File: config.mk
export PLATFORM = sky130hd
export DESIGN_NAME = rs_hs_pipeline_tail_fifo
export DESIGN_NICKNAME = d
export VERILOG_FILES = /design/src/rtl/rs_hs_pkg.sv /design/src/rtl/rs_hs_fifo_mem.sv /design/src/rtl/rs_hs_pipeline_tail_fifo.sv
export SDC_FILE = /design/constraint.sdc
export NUM_CORES = 1
export LEC_CHECK = 0
export CORE_MARGIN = 5
export CORE_UTILIZATION = 28
export DETAILED_ROUTE_END_ITERATION = 6
export GPL_ROUTABILITY_DRIVEN = 1
export MAX_ROUTING_LAYER = met4
export PLACE_DENSITY = 0.45
export SLEW_MARGIN = 20
export SYNTH_ARGS = -nofsm -noshare
export SYNTH_HDL_FRONTEND = slang
export SYNTH_SLANG_ARGS = --single-unit
File: constraint.sdc
create_clock -name clk -period 8.2 [get_ports clk]
set_input_delay 1.64 -clock clk [delete_from_list [all_inputs] [get_ports clk]]
set_output_delay 1.64 -clock clk [all_outputs]
set_load 0.05 [all_outputs]
File: src/rtl/rs_hs_pkg.sv
// Shared sizing helpers and constants for the relay-station handshake pipeline.
package rs_hs_pkg;

    // Smallest grace slack a conventional head/body/tail chain needs.
    localparam int unsigned RS_HS_MIN_SLACK = 4;

    // Physical entry count of a tail FIFO: visible depth plus in-flight slack.
    function automatic int unsigned calc_real_depth(input int unsigned depth,
                                                    input int unsigned grace);
        return depth + grace;
    endfunction

    // Round-trip stage count between the tail gate and the writer.
    function automatic int unsigned calc_grace(input int unsigned body_level,
                                               input int unsigned ready_in_head,
                                               input int unsigned vd_in_head,
                                               input int unsigned extra_before_tail);
        return 2 * body_level + ready_in_head + vd_in_head + 2 * extra_before_tail;
    endfunction

endpackage : rs_hs_pkg

File: src/rtl/rs_hs_fifo_mem.sv
// Entry storage: one synchronous write port, one asynchronous read port.
module rs_hs_fifo_mem #(
    parameter  int unsigned DATA_WIDTH = 32,
    parameter  int unsigned DEPTH      = 28,
    parameter  string       MEM_STYLE  = "distributed",
    localparam int unsigned ADDR_WIDTH = $clog2(DEPTH)
) (
    input  logic                  clk,
    input  logic                  we_i,
    input  logic [ADDR_WIDTH-1:0] waddr_i,
    input  logic [DATA_WIDTH-1:0] wdata_i,
    input  logic [ADDR_WIDTH-1:0] raddr_i,
    output logic [DATA_WIDTH-1:0] rdata_o
);

    if (MEM_STYLE == "block") begin : g_block
        (* ram_style = "block" *) logic [DATA_WIDTH-1:0] mem_q [DEPTH];

        // Synchronous write port.
        always_ff @(posedge clk) begin
            if (we_i) begin
                mem_q[waddr_i] <= wdata_i;
            end
        end

        assign rdata_o = mem_q[raddr_i];
    end else begin : g_dist
        (* ram_style = "distributed" *) logic [DATA_WIDTH-1:0] mem_q [DEPTH];

        // Synchronous write port.
        always_ff @(posedge clk) begin
            if (we_i) begin
                mem_q[waddr_i] <= wdata_i;
            end
        end

        assign rdata_o = mem_q[raddr_i];
    end

endmodule : rs_hs_fifo_mem

File: src/rtl/rs_hs_pipeline_tail_fifo.sv
// Tail FIFO of the relay-station pipeline: early back-pressure at DEPTH,
// GRACE_PERIOD spare slots for writes already in flight, FWFT read port.
module rs_hs_pipeline_tail_fifo
    import rs_hs_pkg::*;
#(
    parameter  int unsigned DATA_WIDTH   = 32,
    parameter  int unsigned DEPTH        = 24,
    parameter  int unsigned GRACE_PERIOD = 4,
    parameter  string       MEM_STYLE    = "distributed",
    localparam int unsigned REAL_DEPTH   = calc_real_depth(DEPTH, GRACE_PERIOD),
    localparam int unsigned ADDR_WIDTH   = $clog2(REAL_DEPTH),
    localparam int unsigned CNT_WIDTH    = $clog2(REAL_DEPTH + 1)
) (
    input  logic                  clk,
    input  logic                  reset,
    input  logic [DATA_WIDTH-1:0] if_din,
    input  logic                  if_write,
    output logic                  if_full_n,
    output logic [DATA_WIDTH-1:0] if_dout,
    output logic                  if_empty_n,
    input  logic                  if_read,
    output logic [CNT_WIDTH-1:0]  occupancy,
    output logic                  overflow
);

    logic [ADDR_WIDTH-1:0] wr_ptr_q, wr_ptr_d;
    logic [ADDR_WIDTH-1:0] rd_ptr_q, rd_ptr_d;
    logic [CNT_WIDTH-1:0]  occ_q, occ_d;
    logic                  full_n_q, full_n_d;
    logic                  empty_n_q, empty_n_d;
    logic                  overflow_q, overflow_d;
    logic                  wr_en, rd_en, at_cap;

    // Pointers wrap at REAL_DEPTH, which need not be a power of two.
    function automatic logic [ADDR_WIDTH-1:0] ptr_inc(input logic [ADDR_WIDTH-1:0] p);
        return (p == ADDR_WIDTH'(REAL_DEPTH - 1)) ? '0 : p + ADDR_WIDTH'(1);
    endfunction

    // Accept decisions, next occupancy, next pointers and next flags.
    always_comb begin
        wr_ptr_d   = wr_ptr_q;
        rd_ptr_d   = rd_ptr_q;
        occ_d      = occ_q;
        overflow_d = overflow_q;

        rd_en  = if_read && empty_n_q;
        at_cap = (occ_q == CNT_WIDTH'(REAL_DEPTH));
        // A read at full frees its slot in the same cycle, so the write still fits.
        wr_en  = if_write && (!at_cap || rd_en);

        if (wr_en && !rd_en) begin
            occ_d = occ_q + CNT_WIDTH'(1);
        end else if (!wr_en && rd_en) begin
            occ_d = occ_q - CNT_WIDTH'(1);
        end

        if (wr_en) begin
            wr_ptr_d = ptr_inc(wr_ptr_q);
        end
        if (rd_en) begin
            rd_ptr_d = ptr_inc(rd_ptr_q);
        end

        if (if_write && !wr_en) begin
            overflow_d = 1'b1;
        end

        full_n_d  = (occ_d < CNT_WIDTH'(DEPTH));
        empty_n_d = (occ_d != '0);
    end

    // State register; reset drops all entries and holds back-pressure for one cycle.
    always_ff @(posedge clk) begin
        if (reset) begin
            wr_ptr_q   <= '0;
            rd_ptr_q   <= '0;
            occ_q      <= '0;
            full_n_q   <= 1'b0;
            empty_n_q  <= 1'b0;
            overflow_q <= 1'b0;
        end else begin
            wr_ptr_q   <= wr_ptr_d;
            rd_ptr_q   <= rd_ptr_d;
            occ_q      <= occ_d;
            full_n_q   <= full_n_d;
            empty_n_q  <= empty_n_d;
            overflow_q <= overflow_d;
        end
    end

    rs_hs_fifo_mem #(
        .DATA_WIDTH (DATA_WIDTH),
        .DEPTH      (REAL_DEPTH),
        .MEM_STYLE  (MEM_STYLE)
    ) u_mem (
        .clk     (clk),
        .we_i    (wr_en && !reset),
        .waddr_i (wr_ptr_q),
        .wdata_i (if_din),
        .raddr_i (rd_ptr_q),
        .rdata_o (if_dout)
    );

    assign if_full_n  = full_n_q;
    assign if_empty_n = empty_n_q;
    assign occupancy  = occ_q;
    assign overflow   = overflow_q;

endmodule : rs_hs_pipeline_tail_fifo

# Word-level counts from Yosys, hierarchy flattened
# Memory sizes are Yosys's and may differ from the RTL's. A register that Yosys moved wholly into a read port is not among the register bits.
# Index checks and enable logic that the tools add are counted.
[word_totals] ramBits=896 n_memories=1 output_inout_bits=40 ff_bits=18 in_bits=36 word_cells=35
[mem_list] memory="u_mem.g_dist.mem_q" depth=28 word_bits=32 rd=1 rd_ports_with_merged_regs=1 wr=1 line="rs_hs_fifo_mem.sv:28" source="(* ram_style = \"distributed\" *) logic [DATA_WIDTH-1:0] mem_q [DEPTH];"
[classes] mux=8 reduce_logical=12 eq_ne=3 addsub=4 order_cmp=1
[ops] cell="5-bit 2-to-1 mux" n=6
[ops] cell="5-bit by 1-bit adder with 5-bit output, second input constant" n=3
[ops] cell="5-bit equality test, second input constant" n=3
[ops] cell="1-bit logical AND" n=6
[ops] cell="5-bit less-than comparator, second input constant" n=1
[ops] cell="5-bit nonzero test" n=1
[ops] cell="5-bit by 1-bit subtractor with 5-bit output, second input constant" n=1
[ops] cell="1-bit logical NOT" n=4
[ops] cell="1-bit 2-to-1 mux" n=2
[ops] cell="1-bit logical OR" n=1

# Depth between registers and ports, before layout
[logic_depth] depth_word=9 depth_mapped=7 depth_no_buf=6

# Modules after synthesis
# Synthesis repeated with hierarchy kept, for this count alone.
[unflattened] hier_cells=1852 hier_area_um2=35477.8
[modules_own_cells] mod="rs_hs_fifo_mem" cells_per_inst=1743 area_per_inst_um2=34480.6 seq_area_each_um2=26905.8 instances=1
[modules_own_cells] mod="rs_hs_pipeline_tail_fifo" cells_per_inst=109 area_per_inst_um2=997.2 seq_area_each_um2=360.3 instances=1

# Worst setup path before layout
# Ideal clock, no wire load.
[synth_path] path_type="input port to flip-flop" startpoint="in if_read" endpoint="mem u_mem.g_dist.mem_q[23][0], enable pin" arrival_time_ps=3703 n_path_buf=0 required_time_ps=7779 setup_ps=421 slack_ps=4076 path_stages=4 path_cell_list="nand2_1 a211oi_1 nand2_1 nor2_1"
[synth_via] elab_chain_len=6
[synth_lines] element="start, declared" line="rs_hs_pipeline_tail_fifo.sv:21" source="input logic if_read,"
[synth_lines] element="1-bit logical AND" line="rs_hs_pipeline_tail_fifo.sv:46" source="rd_en = if_read && empty_n_q;"
[synth_lines] element="1-bit logical OR" line="rs_hs_pipeline_tail_fifo.sv:49" source="wr_en = if_write && (!at_cap || rd_en);"
[synth_lines] element="1-bit logical AND" line="rs_hs_pipeline_tail_fifo.sv:49"
[synth_lines] element="1-bit logical AND" line="rs_hs_pipeline_tail_fifo.sv:97" source=".we_i (wr_en && !reset),"
[synth_lines] element="1-bit 2-to-1 mux" line="rs_hs_fifo_mem.sv:32" source="if (we_i) begin"
[synth_lines] element="1-bit 2-to-1 mux (implied by the code)" line="rs_hs_fifo_mem.sv:33" source="mem_q[waddr_i] <= wdata_i;"
[synth_lines] element="end, declared" line="rs_hs_fifo_mem.sv:28"
# No other way between the ends.

==> impl_metrics.py <==
metrics = {
    "status": {
        "status": "complete, no violations",
    },
    "floorplanning": {
        "io_pins": 76,
        "rows": 130,
        "initial_core_util": 0.2819,
        "die-width_um": 365.6,
        "die_area_um2": 133600,
        "core_um2": 125600,
        "die_h_um": 365.6,
    },
    "grt": {
        "grt-busiest-layer": "met2",
        "grt_pass1_wl_mm": 134.8,
        "use_met2": 0.2395,
        "grt_usage": 0.1468,
        "grt_pass1_vias": 17876,
        "antenna_found_initial": 7,
        "grt_max_degree": 81,
        "use_met1": 0.1927,
        "grt_overflow": 0,
        "use_met3": 0.02667,
    },
    "placed_design": {
        "dp_cells": 3269,
        "portBuffers": 75,
        "hpwl_mm": 52.50,
        "dp_slack_ps": 2729,
        "gp_congestion": 0.7332,
    },
    "synthesis": {
        "ys_seq_elements": 919,
        "synth_cell_types": 49,
        "synthTopCellsByArea": "edfxtp_1 76%, mux4_2 14%, mux2i_1 2.8%",
        "synthAdderAreaFrac": 0.002474,
        "yosys-top-cells-count": "896 x edfxtp_1, 224 x mux4_2, 100 x mux2i_1",
        "seq_area_frac_synth": 0.7731,
        "synth_compound_area_frac": 0.02245,
        "synth_edf_count": 896,
        "synth-xor-area-share": 0.001237,
        "synthCells": 1589,
        "netlist.area_leader.share": 0.7601,
        "async_reset_ff_frac": 0,
        "synth_top_family_by_area": "multiplexers",
        "yosysMostFrequentCell": "edfxtp_1",
        "netlist_area_um2": 35400,
        "yosys_warnings": 0,
        "synth_top_flop_cell": "edfxtp_1",
        "synth_top_area_cell": "edfxtp_1",
        "synth.area.mux_share": 0.1708,
        "synth_nets": 1632,
        "synthSimpleGateAreaFrac": 0.01562,
        "synth.avg_cell_area_um2": 22.28,
    },
    "cts": {
        "root_buffer": "clkbuf_16",
        "htreeDepth": 3,
        "holdBufCountCts": 0,
        "clkTransAtPathRegs_ps": 60,
        "cts_resized": 0,
        "cts.path.max_buffers": 3,
        "cts_inserted_buffers": 96,
        "postCtsSetupBuffers": 0,
        "tritoncts": "done",
        "clkSinkCount": 919,
        "clk_latency_ps": 650,
    },
    "timing": {
        "timing.final.crit_share": 0.7344,
        "rsz0062_at_grt": "false",
        "fin_ws_ps": 2178,
        "hold_viol": 0,
        "fin_crit_ps": 6022,
        "slew_violations": 0,
        "finClkSkew_ps": 24.07,
        "fmax_ghz": 0.1661,
        "worst_pin_slew_ps": 1067,
        "relSlewSlack": 0.2865,
        "setup_violations": 0,
        "fin_tns_setup_ps": 0,
    },
    "drt": {
        "routedWlPerCell_um": 27.68,
        "ant_nets": 0,
        "first_pass_iters": 5,
        "drtIter0Drc": 1470,
        "vias": 16547,
        "drt-vias-per-instance": 4.803,
        "wirelength_mm": 95.37,
        "drc_errors": 0,
    },
    "finish": {
        "area_growth_syn_to_layout_pct": 17.11,
        "fin_util": 0.3301,
        "stdcell_count": 3445,
        "layout-drive-gt1-share": 0.2545,
        "fill_cells": 11818,
        "final_net_count": 1760,
    },
    "worst_setup_path": {
        "cpMaxStageDelayCell": "dfxtp_4",
        "crit_chain": "buf_12, mux4_2, mux2i_1, o22ai_1, a21o_1, clkdlybuf4s50_1",
        "critPathMaxStageDelay_ps": 950,
        "cp-start-kind": "flop",
        "path_buf_inv": 2,
        "required_ps": 6560,
        "cp_top_family": "buffers and inverters",
        "cp.arrival_ps": 4380,
        "end_kind": "output port",
        "cp_max_fo": 44,
        "worstSetupPathType": "reg2out",
    },
    "job": {
        "maxCapViolCount": 0,
    },
    "power": {
        "ir_drop_uv": 146.1,
        "powerDensity_nw_per_um2": 257.0,
        "p_leak_nw": 12.30,
    },
    "hold_path": {
        "hp-class": "reg2reg",
    },
}
==> cells in the final DEF, fill, tap and decap left out, types with 17 or more instances in the layout <==
master | Yosys | routed
o22ai_1 | 32 | 32
a21o_1 | 33 | 33
clkinv_1 | 0 | 24
mux2i_1 | 100 | 100
clkbuf_16 | 0 | 97
nor2_4 | 0 | 28
clkdlybuf4s50_1 | 0 | 60
clkinv_2 | 0 | 17
edfxtp_1 | 896 | 896
dfxtp_1 | 23 | 18
mux4_2 | 224 | 224
buf_4 | 3 | 33
o21ai_0 | 35 | 35
nand2_1 | 43 | 43
==> cell families after synthesis <==
kind of cell	count (synthesis)
AOI/OAI and AO/OA	122
muxes	324
DFF	919
and+or+nand+nor	121
adders and majority gates	7
xor gates and xnor gates	5
buffers and inverters	91
==> worst paths after layout <==
kind / depth (start not counted) / start / endpoint / slack (ps)
worst max-delay path: 6 / flop / if_dout[18] / 2180
worst min-delay path: 2 / overflow$_SDFFE_PP0P_ / overflow$_SDFFE_PP0P_ / 500
worst max register to register: 7 / occupancy[0]$_SDFF_PP0_ / u_mem.g_dist.mem_q[23][13]$_DFFE_PP_ / 4310
worst min register to register: 2 / overflow$_SDFFE_PP0P_ / overflow$_SDFFE_PP0P_ / 500
==> worst register-to-register path: cells and delay by family, from the launching register on <==
family,cells,cell delay [ps]
compound gates,1,510
fa+ha+maj,1,290
buf+inv,2,550
flops,1,490
simple gates,3,1750
==> registers in the layout (all words and copies together) (netlist names), named ones only <==
signal,flops
u_mem.g_dist.mem_q,896
occupancy,5
rd_ptr_q,5
wr_ptr_q,5
if_empty_n,1
if_full_n,1
overflow,1
==> metal layers <==
metal / share of wire / routed length (um)
met4: 0.023 / 2159
met3: 0.049 / 4652
met1: 0.44 / 41920
met5: 0 / 0
met2: 0.49 / 46640
==> power by group <==
part | leakage, nW | internal (W) | switching (W)
Clock | 1.54 | 0.00260 | 0.00180
Sequential | 8.25 | 0.00518 | 0.0000552
Combinational | 2.50 | 0.000450 | 0.000576
Total | 12.3 | 0.00823 | 0.00243
==> area by class of cell <==
class,instances,area [um2],area share
inverter,5,18.77,0.0004528
timing repair buffer,116,1084,0.02614
tap,1650,2064,0.04980
clock inverter,64,685.7,0.01654
clock buffer,109,2472,0.05964
multi-input combinational,579,7737,0.1867
antenna,3,7.507,0.0001811
sequential,919,27380,0.6606
==> per-stage QoR <==
stage                     hold WS [ps]  instance area [um2]  power [W]
after global placement           489.4                38360   0.006384
after CTS                        518.8                41500    0.01080
final                            504.1                41450    0.01065
after global routing             535.8                41440    0.01104
after floorplan                  467.8                35400   0.006032
after detailed placement         502.5                38340   0.006393
Note: power is estimated with default switching activity, not from simulation.
